--- src/rtl/matrix_buffer_nb_if.sv ---
// matrix_buffer_nb_if: row-stream bus for the matrix buffer.
// Carries the upstream row handshake, the downstream row handshake
// and the sticky protocol error flag. Rows are packed with sample j at [j].
interface matrix_buffer_nb_if #(
    parameter int W_IO = 16,
    parameter int N    = 8
);
    // upstream side
    logic                     in_valid;
    logic                     in_ready;
    logic [N-1:0][W_IO-1:0]   in_data;
    logic                     in_sob;
    logic                     in_eob;
    logic                     in_sof;
    logic                     in_trps;
    // downstream side
    logic                     out_valid;
    logic                     out_ready;
    logic [N-1:0][W_IO-1:0]   out_data;
    logic                     out_sob;
    logic                     out_eob;
    logic                     out_sof;
    // status
    logic                     err;

    modport master (
        output in_valid, in_data, in_sob, in_eob, in_sof, in_trps, out_ready,
        input  in_ready, out_valid, out_data, out_sob, out_eob, out_sof, err
    );

    modport slave (
        input  in_valid, in_data, in_sob, in_eob, in_sof, in_trps, out_ready,
        output in_ready, out_valid, out_data, out_sob, out_eob, out_sof, err
    );
endinterface

--- src/rtl/matrix_buffer_nb.sv ---
// matrix_buffer_nb: NBUF-bank block buffer between row stages.
// Collects N rows of N samples per block into a bank, then replays the
// block row by row (or column by column when the bank's trps flag is set)
// with valid/ready on both sides. Framing is purely by row count.
// Optional protocol checker: define MATRIX_BUFFER_NB_CHECK_EN to make err
// flag any accepted row whose in_sob/in_eob disagree with the row count.
module matrix_buffer_nb #(
    parameter int W_IO      = 16,
    parameter int N         = 8,
    parameter int NBUF      = 2,
    parameter int TRPS_MODE = 0
) (
    input  logic                clk,
    input  logic                rst_n,
    input  logic                en,
    matrix_buffer_nb_if.slave   bus
);
    localparam int RW = $clog2(N);
    localparam int PW = $clog2(NBUF);
    localparam int CW = $clog2(NBUF + 1);

    localparam logic [RW-1:0] LAST_ROW = RW'(N - 1);
    localparam logic [PW-1:0] LAST_BUF = PW'(NBUF - 1);
    localparam logic [CW-1:0] FULL_CNT = CW'(NBUF);
    localparam logic          TRPS_FIX = (TRPS_MODE == 1);

    typedef logic [N-1:0][W_IO-1:0] row_t;

    // bank storage and per-bank attributes captured on row 0
    logic [NBUF-1:0][N-1:0][N-1:0][W_IO-1:0] mem_q;
    logic [NBUF-1:0]                         sof_q;
    logic [NBUF-1:0]                         trps_q;

    logic [PW-1:0] wptr_q, wptr_d;
    logic [PW-1:0] rptr_q, rptr_d;
    logic [RW-1:0] wrow_q, wrow_d;
    logic [RW-1:0] rrow_q, rrow_d;
    logic [CW-1:0] cnt_q,  cnt_d;
    logic          out_valid_q;

    logic in_ready;
    logic in_acc, out_acc;
    logic in_last, out_last;
    logic blk_close, blk_drain;
    logic wtrps;

    assign in_ready  = en & (cnt_q < FULL_CNT);
    assign in_acc    = bus.in_valid & in_ready;
    assign out_acc   = out_valid_q & bus.out_ready & en;
    assign in_last   = (wrow_q == LAST_ROW);
    assign out_last  = (rrow_q == LAST_ROW);
    assign blk_close = in_acc & in_last;
    assign blk_drain = out_acc & out_last;
    // TRPS_MODE 2 takes the per-block pin, otherwise the fixed mode bit
    assign wtrps     = (TRPS_MODE == 2) ? bus.in_trps : TRPS_FIX;

    // next-state for pointers, row counters and occupancy
    always_comb begin
        wptr_d = wptr_q;
        rptr_d = rptr_q;
        wrow_d = wrow_q;
        rrow_d = rrow_q;
        cnt_d  = cnt_q;
        if (in_acc) begin
            wrow_d = in_last ? '0 : wrow_q + 1'b1;
            if (in_last)
                wptr_d = (wptr_q == LAST_BUF) ? '0 : wptr_q + 1'b1;
        end
        if (out_acc) begin
            rrow_d = out_last ? '0 : rrow_q + 1'b1;
            if (out_last)
                rptr_d = (rptr_q == LAST_BUF) ? '0 : rptr_q + 1'b1;
        end
        // a close and a drain in the same cycle cancel out
        case ({blk_close, blk_drain})
            2'b10:   cnt_d = cnt_q + CW'(1);
            2'b01:   cnt_d = cnt_q - CW'(1);
            default: cnt_d = cnt_q;
        endcase
    end

    // control registers; en=0 leaves every _d equal to its _q
    always_ff @(posedge clk or negedge rst_n) begin
        if (!rst_n) begin
            wptr_q      <= '0;
            rptr_q      <= '0;
            wrow_q      <= '0;
            rrow_q      <= '0;
            cnt_q       <= '0;
            out_valid_q <= 1'b0;
        end else begin
            wptr_q      <= wptr_d;
            rptr_q      <= rptr_d;
            wrow_q      <= wrow_d;
            rrow_q      <= rrow_d;
            cnt_q       <= cnt_d;
            out_valid_q <= (cnt_d != '0);
        end
    end

    // bank write path: row data every accept, block attributes on row 0
    always_ff @(posedge clk or negedge rst_n) begin
        if (!rst_n) begin
            mem_q  <= '0;
            sof_q  <= '0;
            trps_q <= '0;
        end else if (in_acc) begin
            mem_q[wptr_q][wrow_q] <= bus.in_data;
            if (wrow_q == '0) begin
                sof_q[wptr_q]  <= bus.in_sof;
                trps_q[wptr_q] <= wtrps;
            end
        end
    end

    // read path: pick row rrow, or gather column rrow across all rows
    row_t rd_row, rd_col;
    assign rd_row = mem_q[rptr_q][rrow_q];
    for (genvar j = 0; j < N; j++) begin : g_col
        assign rd_col[j] = mem_q[rptr_q][j][rrow_q];
    end

    assign bus.in_ready  = in_ready;
    assign bus.out_valid = out_valid_q;
    assign bus.out_data  = trps_q[rptr_q] ? rd_col : rd_row;
    assign bus.out_sob   = out_valid_q & (rrow_q == '0);
    assign bus.out_eob   = out_valid_q & out_last;
    assign bus.out_sof   = out_valid_q & (rrow_q == '0) & sof_q[rptr_q];

`ifdef MATRIX_BUFFER_NB_CHECK_EN
    logic err_q, err_d;

    // flag framing markers that disagree with the row count
    always_comb begin
        err_d = err_q;
        if (in_acc && ((bus.in_sob != (wrow_q == '0)) || (bus.in_eob != in_last)))
            err_d = 1'b1;
    end

    // sticky until reset
    always_ff @(posedge clk or negedge rst_n) begin
        if (!rst_n) err_q <= 1'b0;
        else        err_q <= err_d;
    end

    assign bus.err = err_q;
`else
    // framing markers are not observed when the checker is left out
    logic unused_chk;
    assign unused_chk = ^{bus.in_sob, bus.in_eob};
    assign bus.err    = 1'b0;
`endif

endmodule

--- src/flat_wrapper.sv ---
// flat-port wrapper written by rule: the top's interface ports become plain ports
module matrix_buffer_nb_flat 
#(
    parameter int W_IO      = 16,
    parameter int N         = 8,
    parameter int NBUF      = 2,
    parameter int TRPS_MODE = 0
)
  (clk, rst_n, en, bus_in_valid, bus_in_data, bus_in_sob, bus_in_eob, bus_in_sof, bus_in_trps, bus_out_ready, bus_in_ready, bus_out_valid, bus_out_data, bus_out_sob, bus_out_eob, bus_out_sof, bus_err);
  matrix_buffer_nb_if #(.W_IO(W_IO), .N(N)) bus_i ();
  input  logic clk;
  input  logic rst_n;
  input  logic en;
  input wire logic [$bits(bus_i.in_valid)-1:0] bus_in_valid;
  input wire logic [$bits(bus_i.in_data)-1:0] bus_in_data;
  input wire logic [$bits(bus_i.in_sob)-1:0] bus_in_sob;
  input wire logic [$bits(bus_i.in_eob)-1:0] bus_in_eob;
  input wire logic [$bits(bus_i.in_sof)-1:0] bus_in_sof;
  input wire logic [$bits(bus_i.in_trps)-1:0] bus_in_trps;
  input wire logic [$bits(bus_i.out_ready)-1:0] bus_out_ready;
  output wire logic [$bits(bus_i.in_ready)-1:0] bus_in_ready;
  output wire logic [$bits(bus_i.out_valid)-1:0] bus_out_valid;
  output wire logic [$bits(bus_i.out_data)-1:0] bus_out_data;
  output wire logic [$bits(bus_i.out_sob)-1:0] bus_out_sob;
  output wire logic [$bits(bus_i.out_eob)-1:0] bus_out_eob;
  output wire logic [$bits(bus_i.out_sof)-1:0] bus_out_sof;
  output wire logic [$bits(bus_i.err)-1:0] bus_err;
  assign bus_i.in_valid = bus_in_valid;
  assign bus_i.in_data = bus_in_data;
  assign bus_i.in_sob = bus_in_sob;
  assign bus_i.in_eob = bus_in_eob;
  assign bus_i.in_sof = bus_in_sof;
  assign bus_i.in_trps = bus_in_trps;
  assign bus_i.out_ready = bus_out_ready;
  assign bus_in_ready = bus_i.in_ready;
  assign bus_out_valid = bus_i.out_valid;
  assign bus_out_data = bus_i.out_data;
  assign bus_out_sob = bus_i.out_sob;
  assign bus_out_eob = bus_i.out_eob;
  assign bus_out_sof = bus_i.out_sof;
  assign bus_err = bus_i.err;
  matrix_buffer_nb #(.W_IO(W_IO), .N(N), .NBUF(NBUF), .TRPS_MODE(TRPS_MODE)) u_core (.clk(clk), .rst_n(rst_n), .en(en), .bus(bus_i));
endmodule
--- config.mk ---
export PLATFORM = sky130hd
export DESIGN_NAME = matrix_buffer_nb_flat
export DESIGN_NICKNAME = d
export VERILOG_FILES = /design/src/rtl/matrix_buffer_nb_if.sv /design/src/rtl/matrix_buffer_nb.sv /design/src/flat_wrapper.sv
export SDC_FILE = /design/constraint.sdc
export NUM_CORES = 2
export LEC_CHECK = 0
export CORE_ASPECT_RATIO = 1.75
export CORE_MARGIN = 3
export CORE_UTILIZATION = 26
export DETAILED_ROUTE_END_ITERATION = 16
export DONT_BUFFER_PORTS = 1
export HOLD_SLACK_MARGIN = 0.12
export PLACE_DENSITY_LB_ADDON = 0.15
export SLEW_MARGIN = 5
export SYNTH_ARGS = -nofsm -noshare
export SYNTH_HDL_FRONTEND = slang
export SYNTH_SLANG_ARGS = --single-unit
--- constraint.sdc ---
create_clock -name clk -period 3.4 [get_ports clk]
set_clock_uncertainty 0.05 [all_clocks]
set_input_delay 0.85 -clock clk [delete_from_list [all_inputs] [get_ports clk]]
set_output_delay 0.85 -clock clk [all_outputs]
set_load 0.005 [all_outputs]
==> metrics.json <==
{
  "routed_wirelength_um": 516300,
  "cts_tree": "done",
  "fp.dieW_um": 487.6,
  "power.leakage_nw": 59.57,
  "setup.worst_path.start_class": "register",
  "number_of_global_route_vias_before_repair": 80870,
  "cp_data_arrival_time_ps": 3780,
  "hold_viol": 0,
  "power.density_cell_area_nw_per_um2": 983.4,
  "portBuffers": 0,
  "async_s_r_ff_share_synth_pct": 100.0,
  "crit-reg2reg-capture": "u_core.bus.out_valid$_DFF_PN0_",
  "reg2reg_slack_ps": 440,
  "timing.critical_path.cells": "buf_16 > buf_12 > clkbuf_16 > buf_4 > buf_4 > mux2_2 > o21a_1 > a221oi_4 > nand3_2 > buf_4",
  "synthMuxAreaShare_pct": 37.09,
  "rr_startpoint": "u_core.rrow_q[2]$_DFFE_PN0N_",
  "worst-r2r-cell-count": 11,
  "number_of_nets_in_the_synthesized_netlist": 8049,
  "number_of_antenna_violating_nets_in_the_routed_design": 0,
  "fin_area_um2": 139100,
  "fill_cells": 39530,
  "floorplan.core_area_um2": 403100,
  "synth_edf_count": 0,
  "clkTransAtPathRegs_ps": 60,
  "gpl.final_weighted_congestion": 0.8853,
  "synth-simple-area-share_pct": 3.293,
  "yosys_warnings": 0,
  "minimum_clock_period_ps": 4676,
  "cts_max_path_buffers": 4,
  "vdd.ir_drop.worst_mv": 0.5517,
  "achievable_frequency_ghz": 0.2139,
  "drt-pass1-iter-count": 7,
  "yosysTopAreaCell": "sky130_fd_sc_hd__dfrtp_1",
  "max_slew_margin_pct": 17.34,
  "placed_area_um2": 122200,
  "cts_buffers": 213,
  "avgSynthCellArea_um2": 13.35,
  "status": "finished, violations left",
  "pin_count": 271,
  "initialDrtViolationCount": 5043,
  "worstSkewPairLatency_ps": 880,
  "vias": 76900,
  "worst_path_max_delay_cell": "sky130_fd_sc_hd__dfrtp_4",
  "clock-root-buffer": "sky130_fd_sc_hd__clkbuf_16",
  "die-height_um": 848.9,
  "routed_via_density": 5.259,
  "yosys.area_share.adder_pct": 0.08298,
  "criticalPathCategory": "register to output pin",
  "synth_top_family_by_area": "multiplexers",
  "synthesis.instances": 7905,
  "maxCapViolations": 0,
  "wire_per_inst_um": 35.31,
  "tns_ps": -232800,
  "synth.yosys.seq_area_share_pct": 48.91,
  "die-area_um2": 413900,
  "syn-cell-area_um2": 105500,
  "initial_utilization_pct": 26.18,
  "drc_errors": 0,
  "instances_no_fill": 14620,
  "post_synth_main_area_contributors": "sky130_fd_sc_hd__dfrtp_1, sky130_fd_sc_hd__mux2_2, sky130_fd_sc_hd__mux2i_1",
  "crit_path_max_fanout": 8,
  "rows": 308,
  "worst_slack_ps": -1276,
  "grt_pass1_wl_um": 699000,
  "grt_start_max_net_pins": 217,
  "final_nets": 9304,
  "netlist.area_leader.share_pct": 48.91,
  "place.detailed.hpwl_um": 365400,
  "fin_total_pwr_mw": 136.8,
  "place_inst": 13790,
  "ys_top_cells_by_count": "sky130_fd_sc_hd__mux2_2, sky130_fd_sc_hd__dfrtp_1, sky130_fd_sc_hd__mux2i_1, sky130_fd_sc_hd__nand2_1, sky130_fd_sc_hd__mux4_2",
  "synthMostInstantiatedCell": "sky130_fd_sc_hd__mux2_2",
  "crit_path_max_incr_delay_ps": 570,
  "fraction_of_the_mapped_netlist_area_in_compound_gates_pct": 6.586,
  "finalMaxSlewViolations": 0,
  "grt_overflow": 0,
  "clock-sinks": 2063,
  "setup_violations": 377,
  "finalCritPeriodShare_pct": 137.5,
  "synth-seq-cells": 2063,
  "syn_to_final_growth_pct": 31.79,
  "grt_antenna_before_repair": 96,
  "ys.flop_type": "sky130_fd_sc_hd__dfrtp_1",
  "final_hold_slack_ps": 210.1,
  "share_of_post_route_cells_with_drive_strength_above_1_pct": 54.84,
  "critPathMostFrequentCell": "sky130_fd_sc_hd__buf_4",
  "timing.critical_path.to_type": "output pin",
  "yosys.area_share.xor_xnor_pct": 0.04149,
  "synth.distinct_cells": 77,
  "timing_worst_slew_pin_value_ps": 1240,
  "htree_levels": 4,
  "grt_setup_unrepaired": "yes",
  "critPathRequiredTime_ps": 2500,
  "gr-usage-all-layers_pct": 24.18,
  "failed_checks": "setup timing",
  "min_path_type": "input pin to async pin"
}
[cell families after synthesis]
group                    after synthesis
AO/OA/AOI/OAI                       1025
XOR/XNOR                               5
adder cells (fa/ha/maj)                7
buffers and inverters                766
flip-flops                          2063
multiplexers                        3246
other                                  1
AND/OR/NAND/NOR                      792
[worst max path at each step]
stage                     depth (start not counted)                 startpoint  slack (ps)                        endpoint
after floorplan                                   7  u_core.rptr_q$_DFFE_PN0P_         520                bus_out_data[11]
after global placement                            5                      rst_n       -2840  u_core.mem_q[1169]$_DFFE_PN0P_
after detailed placement                          6                      rst_n       -2480  u_core.mem_q[1169]$_DFFE_PN0P_
after CTS                                        12  u_core.rptr_q$_DFFE_PN0P_       -1390                bus_out_data[32]
after global routing                             12  u_core.rptr_q$_DFFE_PN0P_       -1300                bus_out_data[72]
final                                            10  u_core.rptr_q$_DFFE_PN0P_       -1280                bus_out_data[41]
[timing repair]
action,in CTS,in global routing
setup endpoints to repair,595,504
endpoints found under the hold margin,2176,0
hold buffers,130,0
cloned,23,22
resized for setup,596,541
pin swaps,92,126
setup buffers,109,186
[worst max-delay path, delay by kind of cell (launching register included)]
kind / cells / cell delay (ps)
and+or+nand+nor: 1 / 140
DFF: 1 / 570
muxes: 1 / 270
AOI/OAI and AO/OA: 2 / 880
buffers and inverters: 6 / 960
[layer usage]
metal  routed length [µm]  up-vias  track usage [%]
met4                29580       24            10.53
li1                     -    32000                -
met5                  146        -                0
met1               201700    41740            28.76
met2               262600     2245            43.38
met3                22260      895            2.997
[flip-flops by register name, summed over array words and instances, names as in the netlist]
name	flops
u_core.bus.out_valid	1
u_core.cnt_q	2
u_core.mem_q	2048
u_core.rptr_q	1
u_core.rrow_q	3
u_core.sof_q	2
u_core.trps_q	2
u_core.wptr_q	1
u_core.wrow_q	3
[per-stage QoR]
stage               util (%)  setup WS (ps)
finish                 34.51          -1276
global route           34.49          -1302
CTS                    33.46          -1387
detailed placement     30.31          -2475
global placement       30.30          -2842
floorplan                  -          520.3
[layout by cell type (no fill, tap or decap), types with 48 or more instances in the layout]
| cell type | synthesis | routed |
|---|---|---|
| sky130_fd_sc_hd__buf_16 | 0 | 54 |
| sky130_fd_sc_hd__clkbuf_1 | 281 | 48 |
| sky130_fd_sc_hd__mux2_2 | 2230 | 2211 |
| sky130_fd_sc_hd__o21ai_0 | 172 | 106 |
| sky130_fd_sc_hd__buf_12 | 9 | 317 |
| sky130_fd_sc_hd__nor2_1 | 172 | 127 |
| sky130_fd_sc_hd__a21oi_1 | 230 | 188 |
| sky130_fd_sc_hd__mux4_2 | 308 | 308 |
| sky130_fd_sc_hd__nand3_1 | 74 | 58 |
| sky130_fd_sc_hd__clkbuf_16 | 0 | 237 |
| sky130_fd_sc_hd__buf_6 | 70 | 147 |
| sky130_fd_sc_hd__mux2i_2 | 0 | 89 |
| sky130_fd_sc_hd__nand2_1 | 371 | 333 |
| sky130_fd_sc_hd__mux2i_1 | 707 | 581 |
| sky130_fd_sc_hd__dlygate4sd3_1 | 0 | 124 |
| sky130_fd_sc_hd__buf_4 | 68 | 1089 |
| sky130_fd_sc_hd__o211ai_1 | 61 | 61 |
| sky130_fd_sc_hd__a211oi_1 | 102 | 73 |
| sky130_fd_sc_hd__nor2b_1 | 72 | 63 |
| sky130_fd_sc_hd__dfrtp_1 | 2063 | 2057 |
[power breakdown]
part           switching, mW  internal, mW
sequential              6.40          34.6
clock                   10.9          13.9
combinational           36.9          34.1
total                   54.2          82.6
[layout make-up]
| cell class | instances | area, µm² | share of cell area (%) |
|---|---|---|---|
| Tap cell | 5270 | 6594 | 4.740 |
| Multi-Input combinational cell | 5076 | 53430 | 38.41 |
| Inverter | 6 | 45.04 | 0.03238 |
| Antenna cell | 35 | 87.58 | 0.06297 |
| Clock buffer | 299 | 6056 | 4.354 |
| Clock inverter | 72 | 917.1 | 0.6593 |
| Sequential cell | 2063 | 51650 | 37.13 |
| Timing Repair Buffer | 1800 | 20320 | 14.61 |
(Power assumes the default switching activity.)
